### config.mk
export PLATFORM = sky130hd
export DESIGN_NAME = i2c_native_register_file_flat
export DESIGN_NICKNAME = d
export VERILOG_FILES = /design/src/rtl/i2c_native_register_file_pkg.sv /design/src/rtl/i2c_native_register_file_if.sv /design/src/rtl/i2c_sync_fifo.sv /design/src/rtl/i2c_native_register_file.sv /design/src/flat_wrapper.sv
export SDC_FILE = /design/constraint.sdc
export NUM_CORES = 1
export LEC_CHECK = 0
export BUFFER_PORTS_ARGS = -buffer_cell sky130_fd_sc_hd__clkbuf_2
export CELL_PAD_IN_SITES_DETAIL_PLACEMENT = 1
export CELL_PAD_IN_SITES_GLOBAL_PLACEMENT = 1
export CORE_ASPECT_RATIO = 0.9
export CORE_MARGIN = 2
export CORE_UTILIZATION = 49
export CTS_BUF_LIST = sky130_fd_sc_hd__clkbuf_4 sky130_fd_sc_hd__clkbuf_8
export DETAILED_ROUTE_END_ITERATION = 10
export GPL_ROUTABILITY_DRIVEN = 0
export GPL_TIMING_DRIVEN = 0
export HOLD_SLACK_MARGIN = 0.08
export PLACE_DENSITY_LB_ADDON = 0.1
export SETUP_SLACK_MARGIN = 0.4
export SLEW_MARGIN = 20
export SYNTH_ARGS = -nofsm -noshare
export SYNTH_HDL_FRONTEND = slang
export SYNTH_SLANG_ARGS = --single-unit
export TNS_END_PERCENT = 5
### constraint.sdc
create_clock -name clk -period 5.7 [get_ports clk]
set_input_delay 0.57 -clock clk [delete_from_list [all_inputs] [get_ports clk]]
set_output_delay 0.57 -clock clk [all_outputs]
set_load 0.02 [all_outputs]
### src/rtl/i2c_native_register_file_pkg.sv
`default_nettype none
// ============================================================================
// Module      : i2c_regfile_pkg
// Description : Address map, STATUS/CONFIG bit indices and the cfg_t struct
//               shared by the I2C native register file.
// Revision    : 1.0 - initial release
// ============================================================================
package i2c_regfile_pkg;

    localparam logic [2:0] c_addr_data      = 3'd0;
    localparam logic [2:0] c_addr_read_len  = 3'd1;
    localparam logic [2:0] c_addr_write_len = 3'd2;
    localparam logic [2:0] c_addr_clk_div   = 3'd3;
    localparam logic [2:0] c_addr_config    = 3'd4;
    localparam logic [2:0] c_addr_status    = 3'd5;
    localparam logic [2:0] c_addr_bytes_rd  = 3'd6;
    localparam logic [2:0] c_addr_bytes_wr  = 3'd7;

    localparam int c_st_stop        = 0;
    localparam int c_st_din_full    = 1;
    localparam int c_st_din_empty   = 2;
    localparam int c_st_dout_full   = 3;
    localparam int c_st_slave_ack   = 4;
    localparam int c_st_slave_nack  = 5;
    localparam int c_st_bus_avail   = 6;
    localparam int c_st_arb_loss    = 7;
    localparam int c_st_rx_overrun  = 8;
    localparam int c_st_tx_overflow = 9;

    localparam int c_cfg_fifo_enable = 8;
    localparam int c_cfg_packet_type = 9;
    localparam int c_cfg_start       = 10;
    localparam int c_cfg_master_ack  = 11;
    localparam int c_cfg_master_nack = 12;
    localparam int c_cfg_sr_enable   = 13;

    typedef struct packed {
        logic sr_enable;
        logic master_nack;
        logic master_ack;
        logic start;
        logic packet_type;
        logic fifo_enable;
    } cfg_t;

endpackage
`default_nettype wire

### src/rtl/i2c_native_register_file_if.sv
`default_nettype none
// ============================================================================
// Module      : i2c_native_register_file_if
// Description : Host-side addressed 32-bit register port.
// Revision    : 1.0 - initial release
// ============================================================================
interface i2c_native_register_file_if;

    logic [2:0]  reg_addr;
    logic        reg_wr;
    logic        reg_rd;
    logic [31:0] reg_wdata;
    logic [31:0] reg_rdata;
    logic        reg_rvalid;

    modport master (
        output reg_addr, reg_wr, reg_rd, reg_wdata,
        input  reg_rdata, reg_rvalid
    );

    modport slave (
        input  reg_addr, reg_wr, reg_rd, reg_wdata,
        output reg_rdata, reg_rvalid
    );

endinterface
`default_nettype wire

### src/rtl/i2c_sync_fifo.sv
`default_nettype none
// ============================================================================
// Module      : i2c_sync_fifo
// Description : Pointer-based synchronous FIFO with a combinational head.
// Revision    : 1.0 - initial release
// ============================================================================
module i2c_sync_fifo #(
    parameter int WIDTH = 8,
    parameter int DEPTH = 4
) (
    input  wire              clk,
    input  wire              rst,
    input  wire              i_push,
    input  wire              i_pop,
    input  wire [WIDTH-1:0]  i_wdata,
    output logic [WIDTH-1:0] o_head,
    output logic             o_full,
    output logic             o_empty,
    output logic             o_push_ok
);

    localparam int             c_aw   = $clog2(DEPTH);
    localparam logic [c_aw:0]  c_full = (c_aw + 1)'(DEPTH);

    logic [WIDTH-1:0] r_mem [DEPTH];
    logic [c_aw-1:0]  r_wr_ptr;
    logic [c_aw-1:0]  r_rd_ptr;
    logic [c_aw:0]    r_count;
    logic             w_pop_ok;

    assign o_full   = (r_count == c_full);
    assign o_empty  = (r_count == '0);
    assign o_head   = r_mem[r_rd_ptr];
    assign w_pop_ok = i_pop & ~o_empty;
    // A pop frees the slot in the same cycle, so a full FIFO still accepts a push.
    assign o_push_ok = i_push & (~o_full | w_pop_ok);

    always_ff @(posedge clk) begin
        if (o_push_ok) begin
            r_mem[r_wr_ptr] <= i_wdata;
        end
    end

    always_ff @(posedge clk) begin
        if (rst) begin
            r_wr_ptr <= '0;
            r_rd_ptr <= '0;
            r_count  <= '0;
        end else begin
            if (o_push_ok) begin
                r_wr_ptr <= r_wr_ptr + (c_aw)'(1);
            end
            if (w_pop_ok) begin
                r_rd_ptr <= r_rd_ptr + (c_aw)'(1);
            end
            if (o_push_ok && !w_pop_ok) begin
                r_count <= r_count + (c_aw + 1)'(1);
            end else if (!o_push_ok && w_pop_ok) begin
                r_count <= r_count - (c_aw + 1)'(1);
            end
        end
    end

endmodule
`default_nettype wire

### src/rtl/i2c_native_register_file.sv
`default_nettype none
// ============================================================================
// Module      : i2c_native_register_file
// Description : Register file between the host bus adapter and the I2C master
//               core: data FIFOs, sticky W1C status, byte counters and irq.
// Revision    : 1.0 - initial release
// ============================================================================
module i2c_native_register_file
    import i2c_regfile_pkg::*;
#(
    parameter int DATA_W   = 8,
    parameter int LEN_W    = 32,
    parameter int DIV_W    = 16,
    parameter int TX_DEPTH = 4,
    parameter int RX_DEPTH = 4
) (
    input  wire                         clk,
    input  wire                         reset,
    i2c_native_register_file_if.slave   bus,
    output logic [DATA_W-1:0]           tx_data,
    output logic                        tx_valid,
    input  wire                         tx_pop,
    input  wire  [DATA_W-1:0]           rx_data,
    input  wire                         rx_push,
    output logic [LEN_W-1:0]            read_length,
    output logic [LEN_W-1:0]            write_length,
    output logic [DIV_W-1:0]            clk_divider,
    output logic [5:0]                  cfg,
    input  wire                         start_ack,
    input  wire                         ev_stop,
    input  wire                         ev_slave_ack,
    input  wire                         ev_slave_nack,
    input  wire                         ev_arb_loss,
    input  wire                         bus_available,
    output logic                        irq
);

    logic [LEN_W-1:0]  r_read_len;
    logic [LEN_W-1:0]  r_write_len;
    logic [DIV_W-1:0]  r_clk_div;
    logic [7:0]        r_ire;
    cfg_t              r_cfg;
    logic              r_stop, r_slave_ack, r_slave_nack, r_arb_loss;
    logic              r_rx_overrun, r_tx_overflow;
    logic [LEN_W-1:0]  r_bytes_rd;
    logic [LEN_W-1:0]  r_bytes_wr;
    logic [31:0]       r_rdata;
    logic              r_rvalid;
    logic              r_irq;

    logic              w_wr_data, w_wr_cfg, w_wr_status, w_rd_data, w_start_set;
    logic              w_tx_full, w_tx_empty, w_tx_push_ok, w_tx_pop_ok;
    logic              w_rx_full, w_rx_empty, w_rx_push_ok;
    logic [DATA_W-1:0] w_rx_head;
    logic [31:0]       w_status;
    logic [31:0]       w_rdata;
    logic [31:0]       w_clr;

    assign w_wr_data   = bus.reg_wr & (bus.reg_addr == c_addr_data);
    assign w_wr_cfg    = bus.reg_wr & (bus.reg_addr == c_addr_config);
    assign w_wr_status = bus.reg_wr & (bus.reg_addr == c_addr_status);
    assign w_rd_data   = bus.reg_rd & (bus.reg_addr == c_addr_data);
    assign w_start_set = w_wr_cfg & bus.reg_wdata[c_cfg_start];
    assign w_tx_pop_ok = tx_pop & ~w_tx_empty;
    assign w_clr       = w_wr_status ? bus.reg_wdata : 32'd0;

    i2c_sync_fifo #(.WIDTH(DATA_W), .DEPTH(TX_DEPTH)) u_tx_fifo (
        .clk       (clk),
        .rst       (reset),
        .i_push    (w_wr_data),
        .i_pop     (tx_pop),
        .i_wdata   (bus.reg_wdata[DATA_W-1:0]),
        .o_head    (tx_data),
        .o_full    (w_tx_full),
        .o_empty   (w_tx_empty),
        .o_push_ok (w_tx_push_ok)
    );

    i2c_sync_fifo #(.WIDTH(DATA_W), .DEPTH(RX_DEPTH)) u_rx_fifo (
        .clk       (clk),
        .rst       (reset),
        .i_push    (rx_push),
        .i_pop     (w_rd_data),
        .i_wdata   (rx_data),
        .o_head    (w_rx_head),
        .o_full    (w_rx_full),
        .o_empty   (w_rx_empty),
        .o_push_ok (w_rx_push_ok)
    );

    always_comb begin
        w_status                   = '0;
        w_status[c_st_stop]        = r_stop;
        w_status[c_st_din_full]    = w_rx_full;
        w_status[c_st_din_empty]   = w_rx_empty;
        w_status[c_st_dout_full]   = w_tx_full;
        w_status[c_st_slave_ack]   = r_slave_ack;
        w_status[c_st_slave_nack]  = r_slave_nack;
        w_status[c_st_bus_avail]   = bus_available;
        w_status[c_st_arb_loss]    = r_arb_loss;
        w_status[c_st_rx_overrun]  = r_rx_overrun;
        w_status[c_st_tx_overflow] = r_tx_overflow;
    end

    always_comb begin
        w_rdata = '0;
        case (bus.reg_addr)
            c_addr_data:      w_rdata[DATA_W-1:0] = w_rx_empty ? '0 : w_rx_head;
            c_addr_read_len:  w_rdata[LEN_W-1:0]  = r_read_len;
            c_addr_write_len: w_rdata[LEN_W-1:0]  = r_write_len;
            c_addr_clk_div:   w_rdata[DIV_W-1:0]  = r_clk_div;
            c_addr_config:    w_rdata[13:0]       = {r_cfg, r_ire};
            c_addr_status:    w_rdata             = w_status;
            c_addr_bytes_rd:  w_rdata[LEN_W-1:0]  = r_bytes_rd;
            c_addr_bytes_wr:  w_rdata[LEN_W-1:0]  = r_bytes_wr;
            default:          w_rdata             = '0;
        endcase
    end

    always_ff @(posedge clk) begin
        if (reset) begin
            r_read_len    <= '0;
            r_write_len   <= '0;
            r_clk_div     <= '0;
            r_ire         <= '0;
            r_cfg         <= '0;
            r_stop        <= 1'b0;
            r_slave_ack   <= 1'b0;
            r_slave_nack  <= 1'b0;
            r_arb_loss    <= 1'b0;
            r_rx_overrun  <= 1'b0;
            r_tx_overflow <= 1'b0;
            r_bytes_rd    <= '0;
            r_bytes_wr    <= '0;
            r_rdata       <= '0;
            r_rvalid      <= 1'b0;
            r_irq         <= 1'b0;
        end else begin
            r_rvalid <= bus.reg_rd;
            if (bus.reg_rd) begin
                r_rdata <= w_rdata;
            end
            if (bus.reg_wr && bus.reg_addr == c_addr_read_len) begin
                r_read_len <= bus.reg_wdata[LEN_W-1:0];
            end
            if (bus.reg_wr && bus.reg_addr == c_addr_write_len) begin
                r_write_len <= bus.reg_wdata[LEN_W-1:0];
            end
            if (bus.reg_wr && bus.reg_addr == c_addr_clk_div) begin
                r_clk_div <= bus.reg_wdata[DIV_W-1:0];
            end
            if (w_wr_cfg) begin
                r_ire             <= bus.reg_wdata[7:0];
                r_cfg.fifo_enable <= bus.reg_wdata[c_cfg_fifo_enable];
                r_cfg.packet_type <= bus.reg_wdata[c_cfg_packet_type];
                r_cfg.master_ack  <= bus.reg_wdata[c_cfg_master_ack];
                r_cfg.master_nack <= bus.reg_wdata[c_cfg_master_nack];
                r_cfg.sr_enable   <= bus.reg_wdata[c_cfg_sr_enable];
            end
            // Writing 0 to the start bit leaves it alone; only the core's ack clears it.
            if (w_start_set) begin
                r_cfg.start <= 1'b1;
            end else if (start_ack) begin
                r_cfg.start <= 1'b0;
            end

            // Events are OR'ed in after the clear so a coincident event wins.
            r_stop        <= ev_stop       | (r_stop        & ~w_clr[c_st_stop]);
            r_slave_ack   <= ev_slave_ack  | (r_slave_ack   & ~w_clr[c_st_slave_ack]);
            r_slave_nack  <= ev_slave_nack | (r_slave_nack  & ~w_clr[c_st_slave_nack]);
            r_arb_loss    <= ev_arb_loss   | (r_arb_loss    & ~w_clr[c_st_arb_loss]);
            r_rx_overrun  <= (rx_push & ~w_rx_push_ok)
                           | (r_rx_overrun  & ~w_clr[c_st_rx_overrun]);
            r_tx_overflow <= (w_wr_data & ~w_tx_push_ok)
                           | (r_tx_overflow & ~w_clr[c_st_tx_overflow]);

            if (w_start_set) begin
                r_bytes_rd <= '0;
                r_bytes_wr <= '0;
            end else begin
                if (w_rx_push_ok && !(&r_bytes_rd)) begin
                    r_bytes_rd <= r_bytes_rd + (LEN_W)'(1);
                end
                if (w_tx_pop_ok && !(&r_bytes_wr)) begin
                    r_bytes_wr <= r_bytes_wr + (LEN_W)'(1);
                end
            end

            r_irq <= |(r_ire & w_status[7:0]);
        end
    end

    assign bus.reg_rdata  = r_rdata;
    assign bus.reg_rvalid = r_rvalid;
    assign tx_valid       = ~w_tx_empty;
    assign read_length    = r_read_len;
    assign write_length   = r_write_len;
    assign clk_divider    = r_clk_div;
    assign cfg            = r_cfg;
    assign irq            = r_irq;

endmodule
`default_nettype wire

### src/flat_wrapper.sv
// flat-port wrapper written by rule: the top's interface ports become plain ports
module i2c_native_register_file_flat import i2c_regfile_pkg::*;
#(
    parameter int DATA_W   = 8,
    parameter int LEN_W    = 32,
    parameter int DIV_W    = 16,
    parameter int TX_DEPTH = 4,
    parameter int RX_DEPTH = 4
)
  (clk, reset, tx_data, tx_valid, tx_pop, rx_data, rx_push, read_length, write_length, clk_divider, cfg, start_ack, ev_stop, ev_slave_ack, ev_slave_nack, ev_arb_loss, bus_available, irq, bus_reg_addr, bus_reg_wr, bus_reg_rd, bus_reg_wdata, bus_reg_rdata, bus_reg_rvalid);
  i2c_native_register_file_if bus_i ();
  input  wire clk;
  input  wire reset;
  output logic [DATA_W-1:0] tx_data;
  output logic tx_valid;
  input  wire tx_pop;
  input  wire  [DATA_W-1:0] rx_data;
  input  wire rx_push;
  output logic [LEN_W-1:0] read_length;
  output logic [LEN_W-1:0] write_length;
  output logic [DIV_W-1:0] clk_divider;
  output logic [5:0] cfg;
  input  wire start_ack;
  input  wire ev_stop;
  input  wire ev_slave_ack;
  input  wire ev_slave_nack;
  input  wire ev_arb_loss;
  input  wire bus_available;
  output logic irq;
  input wire logic [$bits(bus_i.reg_addr)-1:0] bus_reg_addr;
  input wire logic [$bits(bus_i.reg_wr)-1:0] bus_reg_wr;
  input wire logic [$bits(bus_i.reg_rd)-1:0] bus_reg_rd;
  input wire logic [$bits(bus_i.reg_wdata)-1:0] bus_reg_wdata;
  output wire logic [$bits(bus_i.reg_rdata)-1:0] bus_reg_rdata;
  output wire logic [$bits(bus_i.reg_rvalid)-1:0] bus_reg_rvalid;
  assign bus_i.reg_addr = bus_reg_addr;
  assign bus_i.reg_wr = bus_reg_wr;
  assign bus_i.reg_rd = bus_reg_rd;
  assign bus_i.reg_wdata = bus_reg_wdata;
  assign bus_reg_rdata = bus_i.reg_rdata;
  assign bus_reg_rvalid = bus_i.reg_rvalid;
  i2c_native_register_file #(.DATA_W(DATA_W), .LEN_W(LEN_W), .DIV_W(DIV_W), .TX_DEPTH(TX_DEPTH), .RX_DEPTH(RX_DEPTH)) u_core (.clk(clk), .reset(reset), .bus(bus_i), .tx_data(tx_data), .tx_valid(tx_valid), .tx_pop(tx_pop), .rx_data(rx_data), .rx_push(rx_push), .read_length(read_length), .write_length(write_length), .clk_divider(clk_divider), .cfg(cfg), .start_ack(start_ack), .ev_stop(ev_stop), .ev_slave_ack(ev_slave_ack), .ev_slave_nack(ev_slave_nack), .ev_arb_loss(ev_arb_loss), .bus_available(bus_available), .irq(irq));
endmodule
==> results of run 1 <==
## critical path: stages
cell and delay [ps]:
clkbuf_2 140, clkbuf_1 320, nor3_1 510, and2_1 200, clkbuf_1 510, nand2_1 220, ha_1 280, inv_1 70
fa_1 190, xor2_1 90, or3_1 310, a21oi_1 130
## power by group through the flow
| stage | clock network [uW] | registers (uW) | logic [uW] |
|---|---|---|---|
| 3_3_place_gp | 0 | 2220 | 566 |
| 3_5_place_dp | 0 | 2220 | 587 |
| 6_report | 1850 | 2180 | 598 |
| 4_1_cts | 1860 | 2180 | 593 |
| 5_1_grt | 1950 | 2190 | 645 |
| 2_1_floorplan | 0 | 2220 | 351 |
## metal layers
| layer | global-route usage (%) | up-vias | routed length, um |
|---|---|---|---|
| met5 | 0 | - | 0 |
| met4 | 14.04 | 0 | 1771 |
| met1 | 43.91 | 5798 | 18380 |
| met2 | 55.90 | 553 | 21230 |
| li1 | - | 5261 | - |
| met3 | 6.858 | 122 | 3825 |
## worst max-delay path by stage
stage / startpoint / end / cells after the start
detailed placement: bus_reg_addr[2] / u_core.u_rx_fifo.r_count[2] / 12
global placement: bus_reg_addr[0] / u_core.u_rx_fifo.r_count[2] / 12
finish: bus_reg_addr[2] / u_core.u_rx_fifo.r_count[2] / 12
CTS: bus_reg_addr[2] / u_core.u_rx_fifo.r_count[2] / 12
global route: bus_reg_addr[1] / u_core.u_rx_fifo.r_count[2] / 12
floorplan: bus_reg_addr[1] / u_core.u_rx_fifo.r_count[2] / 11
## sequential cells by signal, summed over array words and instances, names as in the netlist, 16 cells and up, named ones only
| signal | cells |
|---|---|
| u_core.bus.reg_rdata | 32 |
| u_core.clk_divider | 16 |
| u_core.r_bytes_rd | 32 |
| u_core.r_bytes_wr | 32 |
| u_core.read_length | 32 |
| u_core.u_rx_fifo.r_mem | 32 |
| u_core.u_tx_fifo.r_mem | 32 |
| u_core.write_length | 32 |
## through the flow
| step | power, uW | instance area (sq um) |
|---|---|---|
| finish | 4631 | 14670 |
| global route | 4785 | 14670 |
| CTS | 4635 | 14670 |
| detailed placement | 2811 | 13700 |
| global placement | 2784 | 13700 |
| floorplan | 2575 | 12360 |
## cells by family after synthesis
kind of cell,share of synthesized area [%]
AOI/OAI and AO/OA,16.76
muxes,6.750
adders and majority gates,1.538
buffers and inverters,3.339
xor gates and xnor gates,1.346
and+or+nand+nor,19.75
DFF,50.52
## final cells by class
type	count	area share [%]
Sequential cell	280	42.59
Multi-Input combinational cell	926	38.90
Clock buffer	78	6.338
Timing Repair Buffer	181	6.176
Tap cell	342	2.918
Buffer	93	2.457
Inverter	14	0.3583
Clock inverter	7	0.2645
## synth_stat cells, types with 21 or more instances
library cell and count:
o21ai_0 24, a22oi_1 28, nand3_1 28, a21oi_1 157, nand2_1 248, clkbuf_1 73, mux4_2 21, nor2_1 84
edfxtp_1 64, dfxtp_1 216, or3_1 27
==> results.txt, run 1 <==
----------------------------------------------------
[Run status]
  Result of the run ... completed

[CTS]
  Max Root-Sink Buffers ... 3
  Clock tree from TritonCTS ... yes
  Clock network latency to the later pin of the worst-skew pair ... 580 ps
  CTS root buf ... clkbuf_8
  Clock Pin Slew Worst Setup and Hold Paths ... 70 ps
  Hold_buf cts ... 0
  PostCTS Resize Cnt ... 0
  Number of buffers added by the clock tree synthesis step ... 47
  Number of sinks handled by clock tree synthesis ... 280
  Post-CTS setup-driven buffer insertion count ... 0
  CTS H-tree lvls ... 2

[Power and ir drop]
  Power density cells ... 315.8 nW/um^2
  Switching power total ... 1289 uW
  Clock share of power ... 39.9%
  Leakage power of the design ... 0.005336 uW
  Internal power summed over all cells ... 3343 uW
  Sequential group share of total power ... 47.2%
  Max VDD drop ... 0.1623 mV
  Share of power burned in combinational logic ... 12.9%
  Switching share of power ... 27.82%

[Synth]
  Number of distinct standard cells referenced by the synthesized netlist ... 66
  Post-synthesis net count ... 1,382
  Cell area after synthesis ... 12,360 sq um
  Sequential element share of the synthesized area ... 50.52%
  Post-synthesis register bit count ... 280
  Synth Area per Inst ... 9.417 sq um
  Primary flip-flop cell chosen by synthesis mapping ... dfxtp_1
  Number of flops mapped to enable cells by yosys ... 64
  Yosys warnings ... 0
  Share of async-settable or async-resettable flops after synthesis ... 0%
  Gate count after technology mapping ... 1,313
  Top cell type's share of synthesized area ... 34.97%
  Area leader, netlist ... dfxtp_1
  Largest cells by area after synthesis ... dfxtp_1 (35%), edfxtp_1 (16%), nand2_1 (7.5%)

[Final layout]
  Leading cell type in the layout, fill and taps excluded ... nand2_1
  Fraction of final layout cells with drive strength greater than 1 ... 20.52%
  Antenna cells ... 0
  Final Util ... 58.71%
  # fillers ... 2,943
  Count of non-filler cells in the finished layout ... 1,921
  Combined area of the multi-input logic cells ... 5705 sq um
  Area Growth Syn to Fin ... 18.62%
  Most frequent cells in the layout ... nand2_1 (248), dfxtp_1 (216), clkbuf_2 (182)
  NumNets Final ... 1,612
  Area used by sequential logic in the layout ... 6246 sq um

[Routing]
  Mean routed wirelength per cell ... 23.54 um
  Number of DRC violations after detailed routing ... 0
  Via count ... 11,730
  Number of design-rule violations left by the first detailed-router iteration ... 987
  Router iterations before antenna repair ... 5
  Via-per-instance ratio ... 6.108
  Post-detailed-route count of antenna-violating nets ... 0
  Wire length reported by the detailed router ... 45.21 mm

[Worst hold path]
  Hold endpoint ... u_core.u_rx_fifo.r_mem[3][6]
  Number of cells on the worst hold path ... 1
  Launch point of the worst hold path ... rx_data[6]
  Hold Path Class ... in -> reg

[STA]
  Fin Setup TNS ... 0 ps
  Max Fclk ... 0.3267 GHz
  Minimum clock period after layout ... 3061 ps
  Max-slew violation count ... 0
  Endpoints failing setup ... 0
  Final worst setup slack ... 2639 ps
  Worst Hold Margin ... 220.1 ps
  Slew headroom ... 38.98%
  Worst Skew ... 22.40 ps
  RSZ-0062 raised after global routing ... no
  Fraction of the cycle the final worst path needs ... 53.70%
  Slew @ Worst Pin ... 915.3 ps
  Count of endpoints failing hold in the final timing report ... 0

[Global route]
  Overall track demand over capacity in global routing ... 34.06%
  Global-route wire length before repair ... 68.53 mm
  Remaining Overflow, GRT ... 0
  Largest net degree at the start of global routing ... 13
  Via count of the first global-routing pass ... 11,760
  Antenna violations before repair ... 0

[Critical path]
  Minimum setup slack among reg-to-reg paths ... 2730 ps
  Data arrival time of the worst path ... 3560 ps
  Launching element type of the critical path ... input pin
  Classification of the worst setup path ... in -> reg
  Worst r2r src ... u_core.u_rx_fifo.r_count[2]
  FF-to-FF path depth ... 10
  Kind of end point of the critical path ... flip-flop
  Endpoint of the worst register-to-register path ... u_core.u_rx_fifo.r_count[2]
  Top fanout value on the critical path ... 10
  Worst EP required ... 6200 ps

[Floorplanning]
  Core ar. ... 24,980 sq um
  Number of placement rows ... 55
  Horiz. Die Dim ... 171.4 um
  Die Footprint ... 26,520 sq um
  I/O pin cnt ... 184
  Starting utilization of the core area ... 49.50%
  Die height ... 154.7 um

[Placed design]
  Post-detailed-placement half-perimeter wirelength ... 33.40 mm
  Setup Slack @ Placement ... 2193 ps
  Number of placed instances with taps included ... 1,836
  Number of I/O port buffers ... 181

[Run]
  Max-cap violations ... 0

----------------------------------------------------
Note: power is estimated with default switching activity, not from simulation.
==> run 2: changes to the inputs <==
--- a/config.mk
+++ b/config.mk
@@ -5,12 +5,13 @@
 export SDC_FILE = /design/constraint.sdc
 export NUM_CORES = 1
 export LEC_CHECK = 0
+export ABC_AREA = 1
 export BUFFER_PORTS_ARGS = -buffer_cell sky130_fd_sc_hd__clkbuf_2
 export CELL_PAD_IN_SITES_DETAIL_PLACEMENT = 1
 export CELL_PAD_IN_SITES_GLOBAL_PLACEMENT = 1
 export CORE_ASPECT_RATIO = 0.9
 export CORE_MARGIN = 2
-export CORE_UTILIZATION = 49
+export CORE_UTILIZATION = 39
 export CTS_BUF_LIST = sky130_fd_sc_hd__clkbuf_4 sky130_fd_sc_hd__clkbuf_8
 export DETAILED_ROUTE_END_ITERATION = 10
 export GPL_ROUTABILITY_DRIVEN = 0
==> constraint.sdc (replaced) <==
create_clock -name clk -period 2.46 [get_ports clk]
set_input_delay 0.246 -clock clk [delete_from_list [all_inputs] [get_ports clk]]
set_output_delay 0.246 -clock clk [all_outputs]
set_load 0.02 [all_outputs]
==> run 2 against run 1 <==
Non-clock buffer count up 33. Die area up 37%. Count of clock-buffer cells in the layout up 6. Clock power up 140%. Worst hold slack worse by 120 ps. Wire length up 19%. Synthesized area up 9.9%. Utilization down 10 points. Combinational power rose to 3.2 times the previous value. Via count up 16%. Register-to-register slack worse by 2300 ps. Critical endpoint is now u_core.r_bytes_wr[27]. Highest routed layer unchanged.
==> results.txt, run 2 <==
----------------------------------------------------
[Final layout]
  Count of non-filler cells in the finished layout ... 2,601 (+35%)
  Leading cell type in the layout, fill and taps excluded ... nand2_1
  Final Util ... 48.75% (-10 points)
  Most frequent cells in the layout ... nand2_1 (423), nor2_1 (277), dfxtp_1 (211)
  Fraction of final layout cells with drive strength greater than 1 ... 20.76% (+0.24 points)
  Area Growth Syn to Fin ... 22.67%
  Antenna cells ... 0 (unchanged)
  # fillers ... 4,362 (+48%)
  NumNets Final ... 2,171 (+35%)

[Routing]
  Mean routed wirelength per cell ... 20.63 um (-12%)
  Via-per-instance ratio ... 5.243 (-14%)
  Number of design-rule violations left by the first detailed-router iteration ... 812 (-18%)
  Via count ... 13,640 (+16%)
  Router iterations before antenna repair ... 5 (unchanged)
  Number of DRC violations after detailed routing ... 0 (unchanged)
  Wire length reported by the detailed router ... 53.66 mm (+19%)
  Post-detailed-route count of antenna-violating nets ... 0 (unchanged)

[Run]
  Max-cap violations ... 0 (unchanged)

[Floorplanning]
  Starting utilization of the core area ... 39.74% (-9.8 points)
  Die height ... 181.1 um (+17%)
  I/O pin cnt ... 184 (unchanged)
  Core ar. ... 34,190 sq um (+37%)
  Horiz. Die Dim ... 200.8 um (+17%)
  Number of placement rows ... 64 (+16%)
  Die Footprint ... 36,350 sq um (+37%)

[Synth]
  Number of distinct standard cells referenced by the synthesized netlist ... 39 (-41%)
  Number of flops mapped to enable cells by yosys ... 64 (unchanged)
  Top cell types by occurrence after synthesis ... nand2_1 (423), nor2_1 (280), dfxtp_1 (216)
  Share of async-settable or async-resettable flops after synthesis ... 0% (unchanged)
  Gate count after technology mapping ... 1,817 (+38%)
  Synth Area per Inst ... 7.478 sq um (-21%)
  Most frequent cell after synthesis ... nand2_1
  Top cell type's share of synthesized area ... 31.82% (-3.1 points)
  Cell area after synthesis ... 13,590 sq um (+9.9%)
  Area leader, netlist ... dfxtp_1
  Largest cells by area after synthesis ... dfxtp_1 (32%), edfxtp_1 (14%), nand2_1 (12%)
  Primary flip-flop cell chosen by synthesis mapping ... dfxtp_1
  Post-synthesis register bit count ... 280 (unchanged)
  Sequential element share of the synthesized area ... 45.97% (-4.5 points)
  Yosys warnings ... 0 (unchanged)
  Post-synthesis net count ... 1,886 (+36%)

[Power and ir drop]
  Max VDD drop ... 0.3756 mV (+130%)
  Power density cells ... 691.1 nW/um^2 (+120%)
  Leakage power of the design ... 0.006575 uW (+23%)

[CTS]
  Clock network latency to the later pin of the worst-skew pair ... 610 ps (+30 ps)
  Number of buffers added by the clock tree synthesis step ... 49 (+4.3%)
  CTS H-tree lvls ... 2 (unchanged)
  Number of sinks handled by clock tree synthesis ... 280 (unchanged)
  Clock tree from TritonCTS ... yes
  Max Root-Sink Buffers ... 3 (unchanged)
  CTS root buf ... clkbuf_8
  Clock Pin Slew Worst Setup and Hold Paths ... 60 ps (about the same)

[STA]
  Fin Setup TNS ... 0 ps (unchanged)
  Slew @ Worst Pin ... 949.8 ps (+34.45 ps)
  Worst Skew ... 24.62 ps (+2.220 ps)
  RSZ-0062 raised after global routing ... yes
  Fraction of the cycle the final worst path needs ... 82.84%
  Max-slew violation count ... 0 (unchanged)
  Count of endpoints failing hold in the final timing report ... 0 (unchanged)
  Worst Hold Margin ... 104.0 ps (-116.1 ps)
  Max Fclk ... 0.4907 GHz
  Slew headroom ... 36.68% (-2.3 points)
  Final worst setup slack ... 422.1 ps (-2217 ps)
  Minimum clock period after layout ... 2038 ps
  Endpoints failing setup ... 0 (unchanged)

[Critical path]
  Minimum setup slack among reg-to-reg paths ... 420 ps (-2310 ps)
  Crit path buffers/inverters ... 3 (-1)
  CP peak stage delay ... 440 ps (-70 ps)
  Endpoint of the worst register-to-register path ... u_core.r_bytes_wr[27]
  FF-to-FF path depth ... 11 (+1)
  Kind of cell with the highest combined delay on the critical path ... simple AND/OR/NAND/NOR gates
  Slowest-stage cell, CP ... dfxtp_1
  Worst EP required ... 2940 ps (-3260 ps)
  Launching element type of the critical path ... flip-flop
  Most common cell type on the critical path ... nand2_4
  Kind of end point of the critical path ... flip-flop
  Worst r2r src ... u_core.r_bytes_wr[1]
  Data arrival time of the worst path ... 2520 ps (-1040 ps)
  Classification of the worst setup path ... reg -> reg
  Top fanout value on the critical path ... 10 (unchanged)
  CP Cell Sequence ... ha_1 > inv_1 > nor2_4 > nand2_4 > nor2_4 > nand2_4 > nand2_4 > inv_4 > buf_6 > nand2_1 > a21oi_2

[Run status]
  Result of the run ... completed

[Placed design]
  Post-detailed-placement half-perimeter wirelength ... 40.35 mm (+21%)
  Number of I/O port buffers ... 180 (-0.55%)
  Setup Slack @ Placement ... -70.38 ps (-2263 ps)
  Number of placed instances with taps included ... 2,459 (+34%)

[Global route]
  Overall track demand over capacity in global routing ... 29.14% (-4.9 points)
  Antenna violations before repair ... 1 (+1)
  Global-route wire length before repair ... 81.22 mm (+19%)
  Remaining Overflow, GRT ... 0 (unchanged)
  Largest net degree at the start of global routing ... 14 (+1)
  Via count of the first global-routing pass ... 13,900 (+18%)

[Worst hold path]
  Launch point of the worst hold path ... reset
  Hold Path Class ... in -> reg
  Number of cells on the worst hold path ... 2 (+1)
  Hold endpoint ... u_core.clk_divider[0]

----------------------------------------------------
run 2: cell count changes after synthesis, moves of 28 or more:
cell / delta
inv_1: +153
nand2_2: +44
a21oi_2: +40
o21ai_0: +146
clkbuf_1: -32
nor2_1: +196
a22oi_1: -28
o22ai_1: +38
nand2_1: +175
run 2: repair_timing:
| action | CTS | global route |
|---|---|---|
| cloned | 0 | 0 |
| hold buffers | 48 | 0 |
| endpoints found under the setup margin | 13 | 63 |
| hold endpoints to repair | 150 | 0 |
| gates resized for setup | 18 | 10 |
| setup buffers | 3 | 3 |
| pin swaps | 2 | 3 |
run 2: kinds of logic after synthesis:
family | count (synthesis) | share of synthesized area (%)
flip-flops | 280 | 45.97
AND/OR/NAND/NOR | 846 | 26.42
AO/OA/AOI/OAI | 401 | 16.33
adder cells (fa/ha/maj) | 14 | 1.400
buffers and inverters | 248 | 8.085
XOR/XNOR | 28 | 1.805
run 2: worst register-to-register path, delay by kind of cell (launching register included):
kind,cells,cell delay (ps)
simple gates,6,820
flops,1,440
buf+inv,3,360
fa+ha+maj,1,250
compound gates,1,50
run 2: how the worst max path moves through the flow:
stage               slack [ps]                         from                          end  cells after the start
floorplan                  390              bus_reg_addr[2]  u_core.u_tx_fifo.r_count[2]                     13
global placement             4              bus_reg_addr[0]  u_core.u_tx_fifo.r_count[2]                     13
detailed placement         -70              bus_reg_addr[0]  u_core.u_tx_fifo.r_count[2]                     13
CTS                        380  u_core.u_rx_fifo.r_count[1]  u_core.u_rx_fifo.r_count[2]                     12
global route               280                    flip-flop                   tx_data[6]                      5
finish                     420         u_core.r_bytes_wr[1]        u_core.r_bytes_wr[27]                     11
run 2: area by class of cell:
| cell class | count | area (sq um) | share of cell area, % |
|---|---|---|---|
| multi-input cells | 1289 | 6281 | 37.68 |
| flip-flops and latches | 280 | 6252 | 37.51 |
| repair buffers | 234 | 1426 | 8.557 |
| clock buffers | 84 | 974.7 | 5.847 |
| inverters | 175 | 666.9 | 4.001 |
| well taps | 462 | 578.1 | 3.468 |
| plain buffers | 73 | 456.7 | 2.740 |
| clock inverters | 4 | 32.53 | 0.1952 |
run 2: where the power goes:
| group | internal, uW | switching (uW) |
|---|---|---|
| Combinational | 640 | 1300 |
| Sequential | 4900 | 168 |
| Clock | 2480 | 2030 |
run 2: per-layer routing:
metal / track usage (%) / vias to the layer above / wire, um
met3: 5.988 / 108 / 3795
met4: 11.02 / 0 / 1897
met5: 0 / - / 0
li1: - / 6453 / -
met2: 45.43 / 453 / 23400
met1: 39.83 / 6624 / 24560
run 2: through the flow:
step / cell area [sq um] / power [uW]
after floorplan: 13590 / 6220
after global placement: 15070 / 6865
after detailed placement: 15070 / 6908
after CTS: 16640 / 11550
after global routing: 16670 / 11970
final: 16670 / 11520
